===== src/rtl/vedic_mac8.sv =====
// Streaming multiply-accumulate stage around an 8x8 Vedic multiplier; sums a*b over in_last-delimited frames.
// Optional feature: define VEDIC_MAC_SATURATE_EN to clamp the accumulator instead of wrapping.
module vedic_mac8 #(
  parameter int unsigned N     = 8,
  parameter int unsigned ACC_W = 24,
  parameter int unsigned CNT_W = 8
) (
  input  logic             clk,
  input  logic             rst,
  input  logic             in_valid,
  output logic             in_ready,
  input  logic             in_last,
  input  logic [N-1:0]     a,
  input  logic [N-1:0]     b,
  output logic             out_valid,
  input  logic             out_ready,
  output logic [ACC_W-1:0] out_sum,
  output logic [CNT_W-1:0] out_count,
  output logic             overflow
);

  localparam int unsigned PW = 2 * N;

  typedef enum logic [1:0] {ST_ACC, ST_FLUSH, ST_HOLD} state_t;

  // Urdhva-tiryagbhyam building blocks: 2x2 -> 4x4 -> 8x8 (Multiplier8x8 structure)
  function automatic logic [3:0] vm2(input logic [1:0] x, input logic [1:0] y);
    logic t1, t2, c, hh;
    t1  = x[1] & y[0];
    t2  = x[0] & y[1];
    c   = t1 & t2;
    hh  = x[1] & y[1];
    vm2 = {hh & c, hh ^ c, t1 ^ t2, x[0] & y[0]};
  endfunction

  function automatic logic [7:0] vm4(input logic [3:0] x, input logic [3:0] y);
    logic [3:0] ll, lh, hl, hh;
    logic [4:0] mid;
    ll  = vm2(x[1:0], y[1:0]);
    lh  = vm2(x[1:0], y[3:2]);
    hl  = vm2(x[3:2], y[1:0]);
    hh  = vm2(x[3:2], y[3:2]);
    mid = {1'b0, lh} + {1'b0, hl};
    vm4 = {hh, 4'h0} + {1'b0, mid, 2'b00} + {4'h0, ll};
  endfunction

  function automatic logic [15:0] multiplier8x8(input logic [7:0] x, input logic [7:0] y);
    logic [7:0] ll, lh, hl, hh;
    logic [8:0] mid;
    ll  = vm4(x[3:0], y[3:0]);
    lh  = vm4(x[3:0], y[7:4]);
    hl  = vm4(x[7:4], y[3:0]);
    hh  = vm4(x[7:4], y[7:4]);
    mid = {1'b0, lh} + {1'b0, hl};
    multiplier8x8 = {hh, 8'h00} + {3'b000, mid, 4'h0} + {8'h00, ll};
  endfunction

  state_t state, state_n;

  logic             s1_vld, s1_last;
  logic [N-1:0]     s1_a, s1_b;
  logic             s2_vld, s2_last;
  logic [PW-1:0]    s2_prod;
  logic [ACC_W-1:0] acc;
  logic [CNT_W-1:0] cnt;
  logic             ovf_sticky;

  logic             accept_c;
  logic             load_c;
  logic [PW-1:0]    prod_c;
  logic [ACC_W:0]   wide_c;
  logic             carry_c;
  logic [ACC_W-1:0] nsum_c;

  assign accept_c = in_valid & in_ready;
  assign prod_c   = multiplier8x8(s1_a, s1_b);
  assign wide_c   = {1'b0, acc} + (ACC_W + 1)'(s2_prod);
  assign carry_c  = wide_c[ACC_W];

`ifdef VEDIC_MAC_SATURATE_EN
  // Once clamped, any further non-zero product carries again, so the clamp sticks
  assign nsum_c = carry_c ? {ACC_W{1'b1}} : wide_c[ACC_W-1:0];
`else
  assign nsum_c = wide_c[ACC_W-1:0];
`endif

  // State register
  always_ff @(posedge clk or posedge rst) begin
    if (rst) state <= ST_ACC;
    else     state <= state_n;
  end

  // Next-state and result-load strobe
  always_comb begin
    state_n = state;
    load_c  = 1'b0;
    case (state)
      ST_ACC:   if (accept_c && in_last) state_n = ST_FLUSH;
      ST_FLUSH: if (s2_vld && s2_last) begin
                  load_c  = 1'b1;
                  state_n = ST_HOLD;
                end
      ST_HOLD:  if (out_valid && out_ready) state_n = ST_ACC;
      default:  state_n = ST_ACC;
    endcase
  end

  // Operand and product pipeline
  always_ff @(posedge clk or posedge rst) begin
    if (rst) begin
      s1_vld  <= 1'b0;
      s1_last <= 1'b0;
      s1_a    <= '0;
      s1_b    <= '0;
      s2_vld  <= 1'b0;
      s2_last <= 1'b0;
      s2_prod <= '0;
    end else begin
      s1_vld  <= accept_c;
      s2_vld  <= s1_vld;
      s2_last <= s1_vld & s1_last;
      s2_prod <= prod_c;
      if (accept_c) begin
        s1_a    <= a;
        s1_b    <= b;
        s1_last <= in_last;
      end
    end
  end

  // Frame accumulator, beat counter and sticky overflow
  always_ff @(posedge clk or posedge rst) begin
    if (rst) begin
      acc        <= '0;
      cnt        <= '0;
      ovf_sticky <= 1'b0;
    end else begin
      if (load_c) begin
        acc        <= '0;
        cnt        <= '0;
        ovf_sticky <= 1'b0;
      end else begin
        if (s2_vld) begin
          acc        <= nsum_c;
          ovf_sticky <= ovf_sticky | carry_c;
        end
        if (accept_c) cnt <= cnt + CNT_W'(1);
      end
    end
  end

  // Registered handshake and result port
  always_ff @(posedge clk or posedge rst) begin
    if (rst) begin
      in_ready  <= 1'b1;
      out_valid <= 1'b0;
      out_sum   <= '0;
      out_count <= '0;
      overflow  <= 1'b0;
    end else begin
      in_ready <= (state_n == ST_ACC);
      if (load_c) begin
        out_valid <= 1'b1;
        out_sum   <= nsum_c;
        out_count <= cnt;
        overflow  <= ovf_sticky | carry_c;
      end else if (out_valid && out_ready) begin
        out_valid <= 1'b0;
      end
    end
  end

endmodule


===== config.mk =====
export PLATFORM = sky130hd
export DESIGN_NAME = vedic_mac8
export DESIGN_NICKNAME = d
export VERILOG_FILES = /design/src/rtl/vedic_mac8.sv
export SDC_FILE = /design/constraint.sdc
export NUM_CORES = 1
export LEC_CHECK = 0
export ABC_AREA = 1
export CAP_MARGIN = 40
export CORE_MARGIN = 5
export CORE_UTILIZATION = 30
export DETAILED_ROUTE_END_ITERATION = 8
export PLACE_DENSITY = 0.53
export SYNTH_ARGS = -nofsm -noshare
export SYNTH_HDL_FRONTEND = slang
export SYNTH_SLANG_ARGS = --single-unit

===== constraint.sdc =====
create_clock -name clk -period 7 [get_ports clk]
set_input_delay 1.75 -clock clk [delete_from_list [all_inputs] [get_ports clk]]
set_output_delay 1.75 -clock clk [all_outputs]
set_load 0.005 [all_outputs]

==> flow_metrics.tcl, run 1 <==
set metrics [dict create \
    first_global_vias 6833 \
    leakagePower_nw 5.58 \
    synthesis.nets 1268 \
    yosysTopAreaCell "dfrtp_1" \
    antenna_found_initial 0 \
    startpoint_type "register" \
    worstPathRequired_ns 7.25 \
    core_sq_mm 0.0270 \
    detail_route.wl_per_cell_um 12.9 \
    grt.total_usage 0.133 \
    finalSetupViolations 0 \
    worstSetupEndpointType "register" \
    vias_per_cell 4.48 \
    grt_overflow 0 \
    ys_warn_count 0 \
    arrival_ns 4.65 \
    skew_ns 0.0106 \
    tns_ns 0 \
    drt-pass1-iter-count 5 \
    power_density_mw_per_mm2 525 \
    dp_hpwl_um 15700 \
    vias 6825 \
    vdd_drop_max_v 0.000216 \
    die_area_sq_mm 0.0307 \
    power_mw 4.97 \
    rsz0062_at_grt "no" \
    grt_max_degree 51 \
    place.port_buffers 55 \
    crit_start "s1_a[2]" \
    place_ws_ns 2.64 \
    outcome "completed" \
    netlist.area_leader.share 0.320 \
    synth_area_sq_mm 0.00820 \
    ys_seq_area_frac 0.324 \
    gp_congestion 0.887 \
    area_growth_pct 15.4 \
    ant_nets 0 \
    yosysMostFrequentCell "nand2_1" \
    finalCritPeriodShare 0.629 \
    ios 56 \
    ctsResizeCount 0 \
    synthCells 1134 \
    hold_buffers 0 \
    worst_r2r_endpoint "s2_prod[15]" \
    fin_cells 1522 \
    wl_um 19600 \
    cts_max_path_buffers 2 \
    final_hold_viol_count 0 \
    initial_core_util 0.304 \
    num_antenna_cells 0 \
    slew_headroom 0.444 \
    grt_pass1_wl_um 33600 \
    fin_ws_ns 2.60 \
    worstMarginPinSlew_ns 0.833 \
    synth_area_leaders "dfrtp_1 (32%), nand2_1 (18%), ha_1 (16%), inv_1 (8.9%), nand3_1 (4.8%)" \
    chipWidth_um 175 \
    async_reset_ff_frac 1.00 \
    htree_levels 3 \
    synth_ff_type "dfrtp_1" \
    rows 60 \
    clkLatencyLatePin_ns 0.37 \
    dp_cells 1506 \
    synth_cell_types 34 \
    drt_iter0_markers 344 \
    cts_tree "yes" \
    clk_pin_slew_worst_paths_ns 0.07 \
    drv_cap 0 \
    drive_above_1_share 0.0406 \
    synth_common_cells "nand2_1 (395), inv_1 (194), dfrtp_1 (105)" \
    ff2ff_path_depth 24 \
    postCtsSetupBuffers 0 \
    numCtsBuffers 9 \
    maxSlewViolCount 0 \
    critPathMaxFanout 9 \
    cts_num_sinks 106 \
    post_synth.cell_area_avg_sq_um 7.23 \
    reg2reg_from "s1_a[2]" \
    synth_edf_count 0 \
    fmax_mhz 227 \
    fin_crit_ns 4.40 \
    criticalPathCategory "register to register" \
    layout.nets 1310 \
    ys_seq_elements 106 \
    remaining_drc_errors 0 \
    hold_class "register to register" \
    r2r_setup_slack_ns 2.60 \
    root_buffer "clkbuf_16" \
    worstSetupEndpoint "s2_prod[15]" \
    fp.dieH_um 175 \
]
## stage by stage
stage | utilization | hold slack [ns] | cell area [sq um]
after floorplan | - | 0.354 | 8200
after global placement | 0.337 | 0.364 | 9080
after detailed placement | 0.339 | 0.365 | 9150
after CTS | 0.351 | 0.380 | 9460
after global routing | 0.351 | 0.400 | 9460
final | 0.351 | 0.384 | 9460
## logic make-up (layout without fill, tap and decap cells)
kind of cell	Yosys count	after routing	synth area share
buf+inv	226	273	0.105
flops	106	106	0.324
xor+xnor	45	45	0.0481
compound gates	89	89	0.0578
simple gates	555	555	0.283
fa+ha+maj	113	113	0.183
## placed cells by master, fill, tap and decap left out, drive strengths merged, types with 10 or more instances in the layout
cell,count
o21ai,35
xor2,26
fa,11
a21oi,44
clkbuf,10
nand4,10
dfrtp,105
nand2,407
inv,198
clkdlybuf4s50,55
xnor2,19
ha,102
nand3,81
nor2,46
## layout make-up
class                           instances  area (sq um)
Clock buffer                           10           239
Clock inverter                          6          72.6
Fill cell                            2865         17500
Inverter                              197           742
Multi-Input combinational cell        802          4690
Sequential cell                       106          2650
Tap cell                              341           427
Timing Repair Buffer                   60           636
## metal layers
metal  part of all wire  global-route usage
met5                  0                   0
met4              0.013              0.0262
met2               0.49               0.235
met3              0.025              0.0245
met1               0.48               0.171
## flip-flops by register name, summed over array words and instances (netlist names), 2 cells and up
| register | count |
|---|---|
| acc | 24 |
| cnt | 8 |
| out_count | 8 |
| out_sum | 24 |
| s1_a | 8 |
| s1_b | 8 |
| s2_prod | 16 |
| state | 2 |
## report_power, final
group / total [mW] / switching (mW) / internal, mW
Combinational: 3.33 / 2.00 / 1.33
Clock: 0.548 / 0.255 / 0.292
Sequential: 1.09 / 0.228 / 0.865
## worst max-delay path, cell delays in order, from the launching register on
cell      delay [ns]
dfrtp_1         0.50
nand2_1         0.11
inv_1           0.05
ha_1            0.17
ha_1            0.28
ha_1            0.33
a21oi_1         0.15
nand2_1         0.08
xor2_1          0.14
ha_1            0.31
inv_1           0.07
o221ai_1        0.19
xor2_1          0.20
ha_1            0.31
a21oi_1         0.17
nand3_1         0.10
xor2_1          0.15
ha_1            0.37
nand2_1         0.08
nor2_1          0.13
nand3_1         0.08
nand4_1         0.15
nand2_1         0.07
nand2_1         0.06
nand2_1         0.05
## how the worst min path moves through the flow
stage                     slack (ns)  endpoint  cells past startpoint  startpoint
final                           0.38    s2_vld                      0      s1_vld
after global routing            0.40    s2_vld                      0      s1_vld
after CTS                       0.38    s2_vld                      0      s1_vld
after detailed placement        0.37    s2_vld                      0      s1_vld
after global placement          0.36    s2_vld                      0      s1_vld
after floorplan                 0.35    s2_vld                      0      s1_vld
Power figures use the tool's default switching activity.
==> run 2, diff against run 1 <==
--- a/config.mk
+++ b/config.mk
@@ -10,7 +10,7 @@
 export CORE_MARGIN = 5
 export CORE_UTILIZATION = 30
 export DETAILED_ROUTE_END_ITERATION = 8
-export PLACE_DENSITY = 0.53
+export PLACE_DENSITY = 0.55
 export SYNTH_ARGS = -nofsm -noshare
 export SYNTH_HDL_FRONTEND = slang
 export SYNTH_SLANG_ARGS = --single-unit
==> constraint.sdc (replaced) <==
create_clock -name clk -period 3.91 [get_ports clk]
set_input_delay 0.9775 -clock clk [delete_from_list [all_inputs] [get_ports clk]]
set_output_delay 0.9775 -clock clk [all_outputs]
set_load 0.005 [all_outputs]
==> flow_metrics.tcl, run 2 (synthesis gave the netlist of run 1 again) <==
set metrics [dict create \
    initial_core_util 0.304 \
    die_area_sq_mm 0.0307 \
    num_antenna_cells 0 \
    vias 7093 \
    chipWidth_um 175 \
    crit_start "s1_b[1]" \
    hold_buffers 0 \
    fin_util 0.380 \
    htree_levels 3 \
    most-common-layout-cells "nand2_1 (390), inv_1 (187), dfrtp_1 (105), ha_1 (81), nand3_1 (74)" \
    fin_ws_ns -0.121 \
    grt_overflow 0 \
    startpoint_type "register" \
    critPathMaxFanout 5 \
    core_sq_mm 0.0270 \
    final_common_cell "nand2_1" \
    biggestRegsByFlops "acc x24, out_sum x24, s2_prod x16" \
    area_growth_pct 25.0 \
    final_hold_viol_count 0 \
    cts_max_path_buffers 2 \
    detail_route.wl_per_cell_um 12.4 \
    drv_cap 0 \
    outcome "complete, but fails checks" \
    drive_above_1_share 0.137 \
    clkLatencyLatePin_ns 0.35 \
    cts_num_sinks 106 \
    finalSetupViolations 3 \
    wl_um 19600 \
    fmax_mhz 248 \
    ff2ff_path_depth 24 \
    slew_headroom 0.444 \
    place.port_buffers 55 \
    criticalPathCategory "register to register" \
    tns_ns -0.323 \
    vias_per_cell 4.48 \
    skew_ns 0.0131 \
    ant_nets 0 \
    first_global_vias 7099 \
    cts_tree "yes" \
    rows 60 \
    antenna_found_initial 0 \
    worstPathRequired_ns 4.15 \
    fp.dieH_um 175 \
    hold_class "register to register" \
    r2r_setup_slack_ns -0.12 \
    dp_hpwl_um 15800 \
    reg2reg_from "s1_b[1]" \
    failed_checks "negative setup slack" \
    grt_pass1_wl_um 33600 \
    drt_iter0_markers 361 \
    layout.nets 1373 \
    ios 56 \
    min_path_cells 0 \
    grt.total_usage 0.131 \
    fin_crit_ns 4.03 \
    rsz0062_at_grt "yes" \
    hold_path_startpoint "s1_vld" \
    gp_congestion 0.887 \
    min_to "s2_vld" \
    maxSlewViolCount 0 \
    numCtsBuffers 9 \
    remaining_drc_errors 0 \
    grt_max_degree 56 \
    finalCritPeriodShare 1.03 \
    arrival_ns 4.27 \
    worst_r2r_endpoint "s2_prod[15]" \
    drt-pass1-iter-count 5 \
    num-fill-cells 2784 \
    worstSetupEndpointType "register" \
    root_buffer "clkbuf_16" \
    clk_pin_slew_worst_paths_ns 0.08 \
    worstMarginPinSlew_ns 0.834 \
]
run 2: metrics by stage:
stage          worst slack (ns)  area (sq um)  cells  hold slack, ns
6_report                 -0.121         10300   1585           0.375
5_1_grt                  -0.418         10300   1585           0.384
4_1_cts                  -0.171         10000   1576           0.375
3_5_place_dp             -0.171          9660   1559           0.358
3_3_place_gp            -0.0961          9650   1558           0.363
2_1_floorplan           -0.0216          8390   1134           0.354
run 2: final cells by class:
cell class / count / area (sq um) / share of cell area
multi-input cells: 802 / 5020 / 0.490
inverters: 197 / 742 / 0.0724
flip-flops and latches: 106 / 2650 / 0.259
repair buffers: 123 / 1070 / 0.105
clock inverters: 7 / 110 / 0.0107
clock buffers: 9 / 225 / 0.0220
well taps: 341 / 427 / 0.0416
run 2: worst max-delay path by stage:
stage,end,slack (ns),depth (start not counted)
after floorplan,s2_prod[15],-0.02,25
after global placement,s2_prod[15],-0.1,26
after detailed placement,s2_prod[15],-0.17,24
after CTS,s2_prod[15],-0.17,24
after global routing,s2_prod[15],-0.42,24
final,s2_prod[15],-0.12,24
run 2: repair_timing:
action,CTS,global route
gates resized for setup,2,44
pin swaps,7,38
setup endpoints to repair,4,8
setup buffers,1,9
run 2: critical path, stage by stage (launching register included):
cell and delay (ns):
dfrtp_1 0.42, nand2_1 0.07, inv_1 0.06, ha_4 0.16
ha_4 0.27, ha_4 0.20, a21oi_2 0.11, nand2_1 0.07
xor2_1 0.15, ha_1 0.34, nand2_1 0.08, o221ai_2 0.21
xor2_2 0.22, ha_4 0.25, a21oi_2 0.13, nand3_1 0.09
xor2_1 0.17, ha_1 0.34, nand2_1 0.09, nor2_2 0.10
nand3_1 0.08, nand4_1 0.16, nand2_1 0.07, nand2_1 0.06
nand2_1 0.05
run 2: per-layer routing:
layer  global-route usage  part of all wire  up-vias
met1                0.164              0.46     3253
li1                     -                 -     3735
met5                    0                 0        -
met3               0.0217             0.023       26
met2                0.237              0.50       79
met4               0.0268             0.013        0
Power of run 2 is left out: the tool's default activity adds up to more than one toggle a clock period on the data nets, which glitch-free logic cannot reach.
==> run 3, diff against run 2 <==
--- a/config.mk
+++ b/config.mk
@@ -7,7 +7,6 @@
 export LEC_CHECK = 0
 export ABC_AREA = 1
 export CAP_MARGIN = 40
-export CORE_MARGIN = 5
 export CORE_UTILIZATION = 30
 export DETAILED_ROUTE_END_ITERATION = 8
 export PLACE_DENSITY = 0.55
==> flow_metrics.tcl, run 3 (synthesis gave the netlist of run 1 again) <==
set metrics [dict create \
    final_common_cell "nand2_1" \
    grt_max_degree 56 \
    wl_um 19400 \
    grt_pass1_wl_um 33500 \
    antenna_found_initial 0 \
    grt_overflow 0 \
    vias 7032 \
    r2r_setup_slack_ns -0.17 \
    critPathMaxFanout 5 \
    hold_path_startpoint "s1_vld" \
    dp_cells 1552 \
    root_buffer "clkbuf_16" \
    cts_tree "yes" \
    outcome "complete, but fails checks" \
    chipWidth_um 167 \
    clkLatencyLatePin_ns 0.36 \
    rows 60 \
    htree_levels 3 \
    core_sq_mm 0.0269 \
    dp_hpwl_um 15400 \
    fp.dieH_um 167 \
    gp_congestion 0.921 \
    ff2ff_path_depth 21 \
    numCtsBuffers 9 \
    vias_per_cell 4.45 \
    worst_r2r_endpoint "s2_prod[13]" \
    cts_num_sinks 106 \
    worstMarginPinSlew_ns 0.837 \
    slew_headroom 0.441 \
    ant_nets 0 \
    finalCritPeriodShare 1.04 \
    initial_core_util 0.305 \
    ios 56 \
    fin_cells 1579 \
    detail_route.wl_per_cell_um 12.3 \
    worstSetupEndpointType "register" \
    rsz0062_at_grt "yes" \
    maxSlewViolCount 0 \
    drt-pass1-iter-count 7 \
    startpoint_type "register" \
    drt_iter0_markers 340 \
    hold_buffers 0 \
    min_path_cells 0 \
    layout.nets 1367 \
    drive_above_1_share 0.124 \
    area_growth_pct 23.9 \
    clk_pin_slew_worst_paths_ns 0.08 \
    grt.total_usage 0.147 \
    num_antenna_cells 0 \
    arrival_ns 4.31 \
    most-common-layout-cells "nand2_1 (390), inv_1 (190), dfrtp_1 (105), ha_1 (83), nand3_1 (74)" \
    cts_max_path_buffers 2 \
    drv_cap 0 \
    fin_crit_ns 4.08 \
    min_to "s2_vld" \
    remaining_drc_errors 0 \
    hold_class "register to register" \
    skew_ns 0.0170 \
    final_hold_viol_count 0 \
    place.port_buffers 55 \
    criticalPathCategory "register to register" \
    worstPathRequired_ns 4.15 \
    fmax_mhz 245 \
    first_global_vias 7076 \
    reg2reg_from "s1_b[3]" \
    fin_hold_ws_ns 0.381 \
    num-fill-cells 2820 \
    failed_checks "negative setup slack" \
    biggestRegsByFlops "acc x24, out_sum x24, s2_prod x16" \
    finalSetupViolations 4 \
    fin_ws_ns -0.166 \
    die_area_sq_mm 0.0280 \
]
## run 3: worst max path at each step
stage                  from          end  slack [ns]  cells past startpoint
floorplan           s1_a[5]  s2_prod[15]       -0.02                     25
global placement    s1_a[5]  s2_prod[15]        -0.1                     25
detailed placement  s1_a[3]  s2_prod[15]       -0.17                     24
CTS                 s1_b[7]  s2_prod[15]       -0.16                     24
global route        s1_b[3]  s2_prod[15]       -0.45                     24
finish              s1_b[3]  s2_prod[13]       -0.17                     21
## run 3: critical path: stages (launching register included)
cell and delay (ns):
dfrtp_1 0.41, nand2_1 0.08, inv_1 0.04, ha_2 0.19, ha_4 0.27, ha_4 0.20, a21oi_2 0.10, nand2_1 0.06
xor2_1 0.14, ha_1 0.35, nand2_1 0.08, o221ai_2 0.17, xor2_1 0.20, ha_1 0.32, a21oi_2 0.14, nand3_1 0.09
xor2_1 0.15, ha_1 0.35, buf_4 0.16, nand3_1 0.07, nand4_1 0.17, xor2_1 0.20
## run 3: per-layer routing
layer	share of wire	vias up	GRT usage
li1	-	3722	-
met2	0.49	64	0.263
met5	0	-	0
met4	0.0091	0	0.0283
met3	0.020	11	0.0227
met1	0.48	3235	0.187
## run 3: area by class of cell
cell class / count / area, sq um / share of cell area
multi-input cells: 802 / 4980 / 0.490
flip-flops and latches: 106 / 2650 / 0.261
repair buffers: 117 / 1060 / 0.104
inverters: 197 / 742 / 0.0730
well taps: 341 / 427 / 0.0420
clock buffers: 9 / 225 / 0.0222
clock inverters: 7 / 73.8 / 0.00727
## run 3: what timing repair did
action,CTS,global route
resized for setup,7,26
pin swaps,10,39
buffers inserted,5,6
hold endpoints to repair,0,0
endpoints found under the setup margin,4,7
## run 3: stage by stage
stage	TNS (ns)	utilization	instance area, sq um	setup slack [ns]
detailed placement	-0.424	0.358	9630	-0.166
finish	-0.585	0.378	10200	-0.166
global route	-1.78	0.378	10200	-0.454
CTS	-0.410	0.372	9990	-0.156
floorplan	-0.0216	-	8390	-0.0216
global placement	-0.231	0.357	9610	-0.0979
Power of run 3 is left out for the same reason.
